--- src/rtl/dmem_lsu.sv ---
// dmem_lsu: RV32I load/store unit driving port A of the dual-port data memory.
// Accepts one request at a time, issues a single-cycle read or write strobe,
// waits out the memory read latency and returns an aligned, extended load
// result. Misaligned accesses and illegal funct3 codes are answered with a
// fault response without touching memory.

module dmem_lsu #(
   parameter int XLEN         = 32,
   parameter int DMEM_WIDTH   = 12,
   parameter int READ_LATENCY = 2
) (
   input  logic                  clk,
   input  logic                  rst,
   input  logic                  req_valid,
   output logic                  req_ready,
   input  logic                  req_we,
   input  logic [2:0]            req_funct3,
   input  logic [XLEN-1:0]       req_addr,
   input  logic [XLEN-1:0]       req_wdata,
   output logic                  resp_valid,
   output logic [XLEN-1:0]       resp_rdata,
   output logic                  resp_fault,
   output logic [DMEM_WIDTH-1:0] dmem_addr,
   output logic [XLEN-1:0]       dmem_data,
   output logic                  dmem_rden,
   output logic                  dmem_wren,
   output logic [3:0]            dmem_byteena,
   input  logic [XLEN-1:0]       dmem_q
);

   // Wait counter only needs to reach READ_LATENCY-1.
   localparam int CW = (READ_LATENCY > 1) ? $clog2(READ_LATENCY) : 1;
   localparam logic [CW-1:0] CNT_LAST = CW'(READ_LATENCY - 1);

   typedef enum logic [1:0] {
      S_IDLE   = 2'd0,
      S_ACCESS = 2'd1,
      S_WAIT   = 2'd2,
      S_RESP   = 2'd3
   } state_t;

   state_t                  state_reg;
   logic                    we_reg;
   logic [2:0]              funct3_reg;
   logic [1:0]              offset_reg;
   logic [CW-1:0]           cnt_reg;

   logic                    accept;
   logic                    fault_next;
   logic [3:0]              byteena_next;
   logic [XLEN-1:0]         store_data_next;
   logic [DMEM_WIDTH-1:0]   word_addr;
   logic [7:0]              lane_data [4];
   logic                    unused_addr_bits;

   assign accept    = req_valid && req_ready;
   assign word_addr = req_addr[DMEM_WIDTH+1:2];

   // Address bits above the memory window simply wrap.
   assign unused_addr_bits = ^req_addr[XLEN-1:DMEM_WIDTH+2];

   // Classify the incoming request: illegal encodings and misalignment.
   always_comb begin
      fault_next = 1'b0;
      case (req_funct3)
         3'b000:  fault_next = 1'b0;
         3'b001:  fault_next = req_addr[0];
         3'b010:  fault_next = |req_addr[1:0];
         3'b100:  fault_next = req_we;
         3'b101:  fault_next = req_we | req_addr[0];
         default: fault_next = 1'b1;
      endcase
   end

   // Byte lane enables: stores select their lanes, loads read the whole word.
   always_comb begin
      byteena_next = 4'b1111;
      if (req_we) begin
         case (req_funct3[1:0])
            2'b00:   byteena_next = 4'b0001 << req_addr[1:0];
            2'b01:   byteena_next = req_addr[1] ? 4'b1100 : 4'b0011;
            default: byteena_next = 4'b1111;
         endcase
      end
   end

   // Store data is replicated across lanes so the byte enables pick the target.
   generate
      for (genvar gi = 0; gi < 4; gi++) begin : g_lane
         assign lane_data[gi] = (req_funct3[1:0] == 2'b00) ? req_wdata[7:0] :
                                (req_funct3[1:0] == 2'b01) ? req_wdata[8*(gi%2) +: 8] :
                                                             req_wdata[8*gi +: 8];
      end
   endgenerate

   assign store_data_next = XLEN'({lane_data[3], lane_data[2], lane_data[1], lane_data[0]});

   // Shift the returned word down to the addressed byte and extend it.
   function automatic logic [XLEN-1:0] align_load(
      input logic [XLEN-1:0] q,
      input logic [2:0]      f3,
      input logic [1:0]      off
   );
      logic [XLEN-1:0] s;
      s = q >> {off, 3'b000};
      case (f3)
         3'b000:  align_load = {{(XLEN-8){s[7]}}, s[7:0]};
         3'b100:  align_load = {{(XLEN-8){1'b0}}, s[7:0]};
         3'b001:  align_load = {{(XLEN-16){s[15]}}, s[15:0]};
         3'b101:  align_load = {{(XLEN-16){1'b0}}, s[15:0]};
         default: align_load = s;
      endcase
   endfunction

   // Control FSM with all outputs registered; strobes and response are one-cycle pulses.
   always_ff @(posedge clk or posedge rst) begin
      if (rst) begin
         state_reg    <= S_IDLE;
         we_reg       <= 1'b0;
         funct3_reg   <= 3'b000;
         offset_reg   <= 2'b00;
         cnt_reg      <= '0;
         req_ready    <= 1'b0;
         resp_valid   <= 1'b0;
         resp_rdata   <= '0;
         resp_fault   <= 1'b0;
         dmem_addr    <= '0;
         dmem_data    <= '0;
         dmem_rden    <= 1'b0;
         dmem_wren    <= 1'b0;
         dmem_byteena <= 4'b0000;
      end else begin
         resp_valid   <= 1'b0;
         resp_rdata   <= '0;
         resp_fault   <= 1'b0;
         dmem_addr    <= '0;
         dmem_data    <= '0;
         dmem_rden    <= 1'b0;
         dmem_wren    <= 1'b0;
         dmem_byteena <= 4'b0000;

         case (state_reg)
            S_IDLE: begin
               req_ready <= 1'b1;
               if (accept) begin
                  req_ready  <= 1'b0;
                  we_reg     <= req_we;
                  funct3_reg <= req_funct3;
                  offset_reg <= req_addr[1:0];
                  if (fault_next) begin
                     // Faults skip memory entirely and answer next cycle.
                     resp_valid <= 1'b1;
                     resp_fault <= 1'b1;
                     state_reg  <= S_RESP;
                  end else begin
                     dmem_addr    <= word_addr;
                     dmem_byteena <= byteena_next;
                     dmem_data    <= req_we ? store_data_next : '0;
                     dmem_wren    <= req_we;
                     dmem_rden    <= ~req_we;
                     state_reg    <= S_ACCESS;
                  end
               end
            end

            S_ACCESS: begin
               if (we_reg) begin
                  resp_valid <= 1'b1;
                  state_reg  <= S_RESP;
               end else begin
                  cnt_reg   <= '0;
                  state_reg <= S_WAIT;
               end
            end

            S_WAIT: begin
               if (cnt_reg == CNT_LAST) begin
                  resp_valid <= 1'b1;
                  resp_rdata <= align_load(dmem_q, funct3_reg, offset_reg);
                  state_reg  <= S_RESP;
               end else begin
                  cnt_reg <= cnt_reg + 1'b1;
               end
            end

            S_RESP: begin
               req_ready <= 1'b1;
               state_reg <= S_IDLE;
            end

            default: begin
               req_ready <= 1'b0;
               state_reg <= S_IDLE;
            end
         endcase
      end
   end

endmodule

--- config.mk ---
export PLATFORM = sky130hd
export DESIGN_NAME = dmem_lsu
export DESIGN_NICKNAME = d
export VERILOG_FILES = /design/src/rtl/dmem_lsu.sv
export SDC_FILE = /design/constraint.sdc
export NUM_CORES = 1
export LEC_CHECK = 0
export CAP_MARGIN = 0
export CELL_PAD_IN_SITES_DETAIL_PLACEMENT = 1
export CELL_PAD_IN_SITES_GLOBAL_PLACEMENT = 1
export CORE_ASPECT_RATIO = 1.75
export CORE_MARGIN = 1
export CORE_UTILIZATION = 51
export CTS_CLUSTER_SIZE = 20
export DETAILED_ROUTE_END_ITERATION = 8
export DONT_BUFFER_PORTS = 1
export HOLD_SLACK_MARGIN = 0.1
export MAX_ROUTING_LAYER = met4
export PLACE_DENSITY = 0.83
export SYNTH_ARGS = -nofsm -noshare
export SYNTH_HDL_FRONTEND = slang
export SYNTH_SLANG_ARGS = --single-unit
export TNS_END_PERCENT = 1
--- constraint.sdc ---
create_clock -name clk -period 6.8 [get_ports clk]
set_input_delay 1.36 -clock clk [delete_from_list [all_inputs] [get_ports clk]]
set_output_delay 1.36 -clock clk [all_outputs]
set_load 0.01 [all_outputs]
# After elaboration in Yosys (flattened, before gate mapping)
# Index checks and enable logic that the tools add are counted.
[word_totals]
out_inout_bits = 85
latch_bits = 0
n_memories = 0
romBits = 0
wordCells = 88
register_bits = 94
mem_bits_rw = 0
[classes]
addsub = 1
multipliers = 0
muxes = 44
n_div = 0
n_eq_ne = 14
magnitude_cmp = 0
n_reduce_logical = 11
n_bitwise = 2
shift = 2
[ops]
columns = ["op", "count"]
rows = [
  ["$mux 32", 6],
  ["$pmux 32 s4", 1],
  ["$mux 8", 5],
  ["$mux 12", 3],
  ["$shr 32x5->32", 1],
  ["$mux 4", 5],
  ["$mux 1", 15],
  ["$eq 3x3->1 const B", 4],
  ["$pmux 2 s4", 1],
  ["$pmux 4 s2", 1],
  ["$eq 3x1->1 const B", 2],
  ["$logic_not 3->1", 2],
  ["$mux 2", 3],
  ["$ne 2x2->1 const B", 3],
  ["$reduce_and 2->1", 3],
  ["$pmux 1 s5", 1],
  ["$eq 2x1->1 const B", 2],
  ["$eq 2x2->1 const B", 2],
  ["$logic_not 2->1", 2],
  ["$pmux 1 s2", 2],
  ["$reduce_bool 2->1", 2],
  ["$shl 1x2->4 const A", 1],
  ["$eq 3x2->1 const B", 1],
  ["$pmux 1 s3", 1],
  ["5 further kinds", 5],
]

# Longest topological paths before layout
[logic_depth]
depth_word = 7
mapped_depth = 8

# Least setup slack after synthesis
# OpenSTA, ideal clock, no wires.
[synth_timing]
path_kind = "input to register"
startpoint = "input port req_addr[0]"
endpoint = "register dmem_data[13]"
cell_stages = 4
path_buffers = 1
path_slack_ns = 4.295
arrival_ns = 2.427
t_required_ns = 6.723
path_cell_list = "or4_4 -> a21o_1 -> buf_2 -> a21oi_1"
[synth_between]
elab_chain_cells = 5
elab_cells_between_ends = 6
classes_between = "4 x mux; 1 x bitwise; 1 x reduce/logical"
[synth_rtl]
columns = ["element", "line", "source"]
rows = [
  ["start: declaration", "18", "input logic [XLEN-1:0] req_addr,"],
  ["$or 1x1->1 or $reduce_or 2->1 (tied branches)", "70, 68", ""],
  ["$pmux 1 s5 *", "65", "case (req_funct3)"],
  ["$mux 32 *", "150", "if (fault_next) begin"],
  ["$mux 32 *", "145", "if (accept) begin"],
  ["$mux 32 *", "142", "case (state_reg)"],
  ["end signal: assignment", "158", "dmem_data <= req_we ? store_data_next : '0;"],
  ["end: declaration", "24", "output logic [XLEN-1:0] dmem_data,"],
]
# Every way passes the cells marked *; elsewhere a longest branch is shown, timed or not.
# A chain may end at the register's enable or synchronous reset.

# Worst setup path after layout
[layout_timing]
startpoint = "register state_reg[0]"
endpoint = "register resp_rdata[20]"
[layout_between]
elab_chain_cells = 2
[layout_rtl]
columns = ["element", "line", "source"]
rows = [
  ["start: declaration", "42", "state_t state_reg;"],
  ["start signal: assignment", "118", "state_reg <= S_IDLE;"],
  ["start signal: assignment", "154", "state_reg <= S_RESP;"],
  ["start signal: assignment", "161", "state_reg <= S_ACCESS;"],
  ["$eq 2x2->1", "142", ""],
  ["$mux 32", "142", ""],
  ["end signal: assignment", "179", "resp_rdata <= align_load(dmem_q, funct3_reg, offset_reg);"],
  ["end: declaration", "21", "output logic [XLEN-1:0] resp_rdata,"],
]
# Every way passes these cells.

==> summary.txt <==
Global routing
  – Antenna violations before repair: 0
  – Vias in the first global route: 3087
  – Congestion Overflow GR: 0
  – Largest net degree at the start of global routing: 53
  – Aggregate global-route resource usage: 24.9%
  – First-pass GRT wire length: 15700 um

Synthesis
  – Synth cell count leaders: dfrtp_1, nor2_1, mux2_2
  – Number of synthesized flops with an enable pin: 0
  – Cells after synthesis: 357
  – Synth cell types: 43
  – Top cells by area, synth: dfrtp_1, mux2_2, mux2i_1
  – Netlist Area Pre-Place: 0.00420 sq mm
  – Number of synthesized register bits: 94
  – Mapped Avg Cell Area: 11.8 sq um
  – Post-synth top flop: dfrtp_1
  – YS warnings: 0
  – Seq/Total Area, Yosys: 56.0%
  – Most common cell in the netlist: dfrtp_1
  – Synth top area share: 56.0%
  – Async S/R FF share, synth: 100%
  – Syn_nets: 464
  – Leading area contributor after synthesis: dfrtp_1

Clocking
  – CTS clk-pin slew, worst paths: 0.07 ns
  – Post-CTS setup buffer count: 0
  – Post_cts resized: 0
  – Clk buf depth: 2
  – Clock Latency Late Sink: 0.34 ns
  – # clock sinks: 94
  – Clock root cell: clkbuf_16
  – CTS buffer count: 9
  – CTS tree: built
  – Post-CTS Hold Buffers: 0
  – Htree depth: 3

Floorplan
  – Chip height: 122 um
  – Die area: 0.00862 sq mm
  – Die extent in x: 70.6 um
  – Initial core utilization: 52.7%
  – I/O pin count: 188
  – Row count: 43
  – Core ar.: 0.00796 sq mm

Detailed routing
  – Drt total wl: 10200 um
  – Vias/cell: 6.35
  – WL/cell: 23.0 um
  – Vias: 2805
  – DRC violations left: 26
  – Routed Antenna Nets: 0
  – Initial drt markers: 158
  – TritonRoute pass-1 iters: 6

Pwr
  – Worst VDD drop: 0.159 mV
  – Clk pwr share: 29.3%
  – P_sw: 608 uW
  – P per Cell Area: 386 mW/mm^2
  – Pleak: 0.00216 uW
  – Sequential share of power: 45.1%
  – Switching share of total power: 35.0%
  – Cell-internal power: 1130 uW
  – Gate power share: 25.6%
  – Tot Pwr: 1740 uW

STA
  – Clock skew: 0.00397 ns
  – Fmax: 0.338 GHz
  – Worst-Margin Slew: 1.06 ns
  – Setup TNS: 0 ns
  – Minimum clock period: 2.96 ns
  – Final setup viols: 0
  – Final Hold Violating Endpoints: 0
  – Max-slew violation count: 0
  – RSZ-0062 raised after global routing: false
  – Relative slew slack: 29.3%
  – Period utilization: 43.5%

Run status
  – Violated checks: DRC
  – Status: finished, violations left

Placement
  – GPL Wtd Cong: 0.849
  – DP Cell Count: 426
  – IO Port Bufs: 0
  – DP HPWL: 7400 um

Cells and area
  – Antenna cells: 0
  – Top Registers: dmem_data x32, resp_rdata x32, dmem_addr x12
  – Layout cells sized above 1: 17.9%
  – Net count, final: 454
  – Layout Cells excl Fill: 442
  – Area delta synth->final: 7.45%
  – Final cell utilization of the core: 56.7%

Job
  – Maxcap violations: 0

Critical path
  – Reg-to-Reg End: resp_rdata[20]$_DFF_PP0_
  – WS Path Type: reg -> reg
  – Worst setup endpoint: resp_rdata[20]$_DFF_PP0_
  – Critical path origin: state_reg[0]$_DFFE_PP0P_
  – Worst Path Max Fanout: 17
  – Reg2Reg Setup Slack: 3.84 ns
  – CP Data Arrival Time: 3.16 ns
  – R2R Path Start: state_reg[0]$_DFFE_PP0P_
  – Type of origin of the critical path: flip-flop
  – CP required: 7.00 ns
  – Worst Reg2Reg Path Length in Cells: 5
  – Critical path endpoint category: flip-flop

Min path
  – Hold Path Class: reg -> reg
==> worst max-delay path, cell delays in order (launching register included) <==
cell,delay (ns)
dfrtp_1,0.42
inv_1,0.11
ha_1,0.28
nand4bb_1,0.81
or4_4,0.97
o211ai_1,0.22
==> how the worst min path moves through the flow <==
stage	slack (ns)	cells past startpoint	startpoint	endpoint
detailed placement	0.52	2	we_reg$_DFFE_PP0P_	we_reg$_DFFE_PP0P_
global route	0.58	2	we_reg$_DFFE_PP0P_	we_reg$_DFFE_PP0P_
floorplan	0.49	2	we_reg$_DFFE_PP0P_	we_reg$_DFFE_PP0P_
global placement	0.52	1	funct3_reg[2]$_DFFE_PP0P_	funct3_reg[2]$_DFFE_PP0P_
CTS	0.54	2	we_reg$_DFFE_PP0P_	we_reg$_DFFE_PP0P_
finish	0.54	2	we_reg$_DFFE_PP0P_	we_reg$_DFFE_PP0P_
==> per-stage QoR <==
step	hold WS [ns]	setup WS, ns	area [sq um]
floorplan	0.491	2.99	4200
global placement	0.515	3.86	4210
detailed placement	0.517	3.86	4210
CTS	0.539	3.85	4510
global route	0.581	3.69	4510
finish	0.542	3.84	4510
==> cells by family (layout without fill, tap and decap cells) <==
logic type | after synthesis | after routing | synth area share, %
AOI/OAI and AO/OA | 65 | 65 | 11.9
xor gates and xnor gates | 1 | 1 | 0.209
adders and majority gates | 4 | 4 | 1.19
buffers and inverters | 31 | 26 | 3.51
DFF | 94 | 94 | 56.0
muxes | 55 | 55 | 14.2
and+or+nand+nor | 107 | 107 | 12.9
==> power groups by stage <==
stage / clock network, uW / logic, uW / registers (uW)
6_report: 511 / 445 / 785
3_3_place_gp: 0 / 423 / 790
5_1_grt: 546 / 484 / 796
2_1_floorplan: 0 / 400 / 740
4_1_cts: 521 / 447 / 785
3_5_place_dp: 0 / 444 / 794
==> layout make-up <==
class                           count  area (sq um)
Inverter                            9          36.3
Sequential cell                    94          2350
Tap cell                           90           113
Multi-Input combinational cell    232          1700
Clock buffer                        9           225
Clock inverter                      7          78.8
Fill cell                         832          3450
Timing Repair Buffer                1          7.51
==> layer usage <==
layer | vias up | GRT usage (%) | wire [um]
met2 | 145 | 44.5 | 5650
li1 | 1233 | - | -
met3 | 20 | 7.78 | 804
met5 | - | - | 0
met1 | 1407 | 24.4 | 3430
met4 | 0 | 11.5 | 261
==> layout by cell type, fill, tap and decap left out, types with 2 or more instances in the layout <==
cell type / count
nand3_1: 10
mux2_2: 28
and2_1: 23
mux2i_1: 26
nor2_1: 34
or4_4: 2
a221oi_1: 8
inv_6: 3
a211oi_1: 8
clkinvlp_4: 3
nand2_1: 22
o21ai_0: 13
ha_1: 4
clkbuf_16: 9
dfrtp_1: 94
a31oi_1: 2
o211ai_1: 6
a21oi_1: 11
nor2b_1: 6
inv_1: 7
o211ai_2: 10
(Power assumes the default switching activity.)
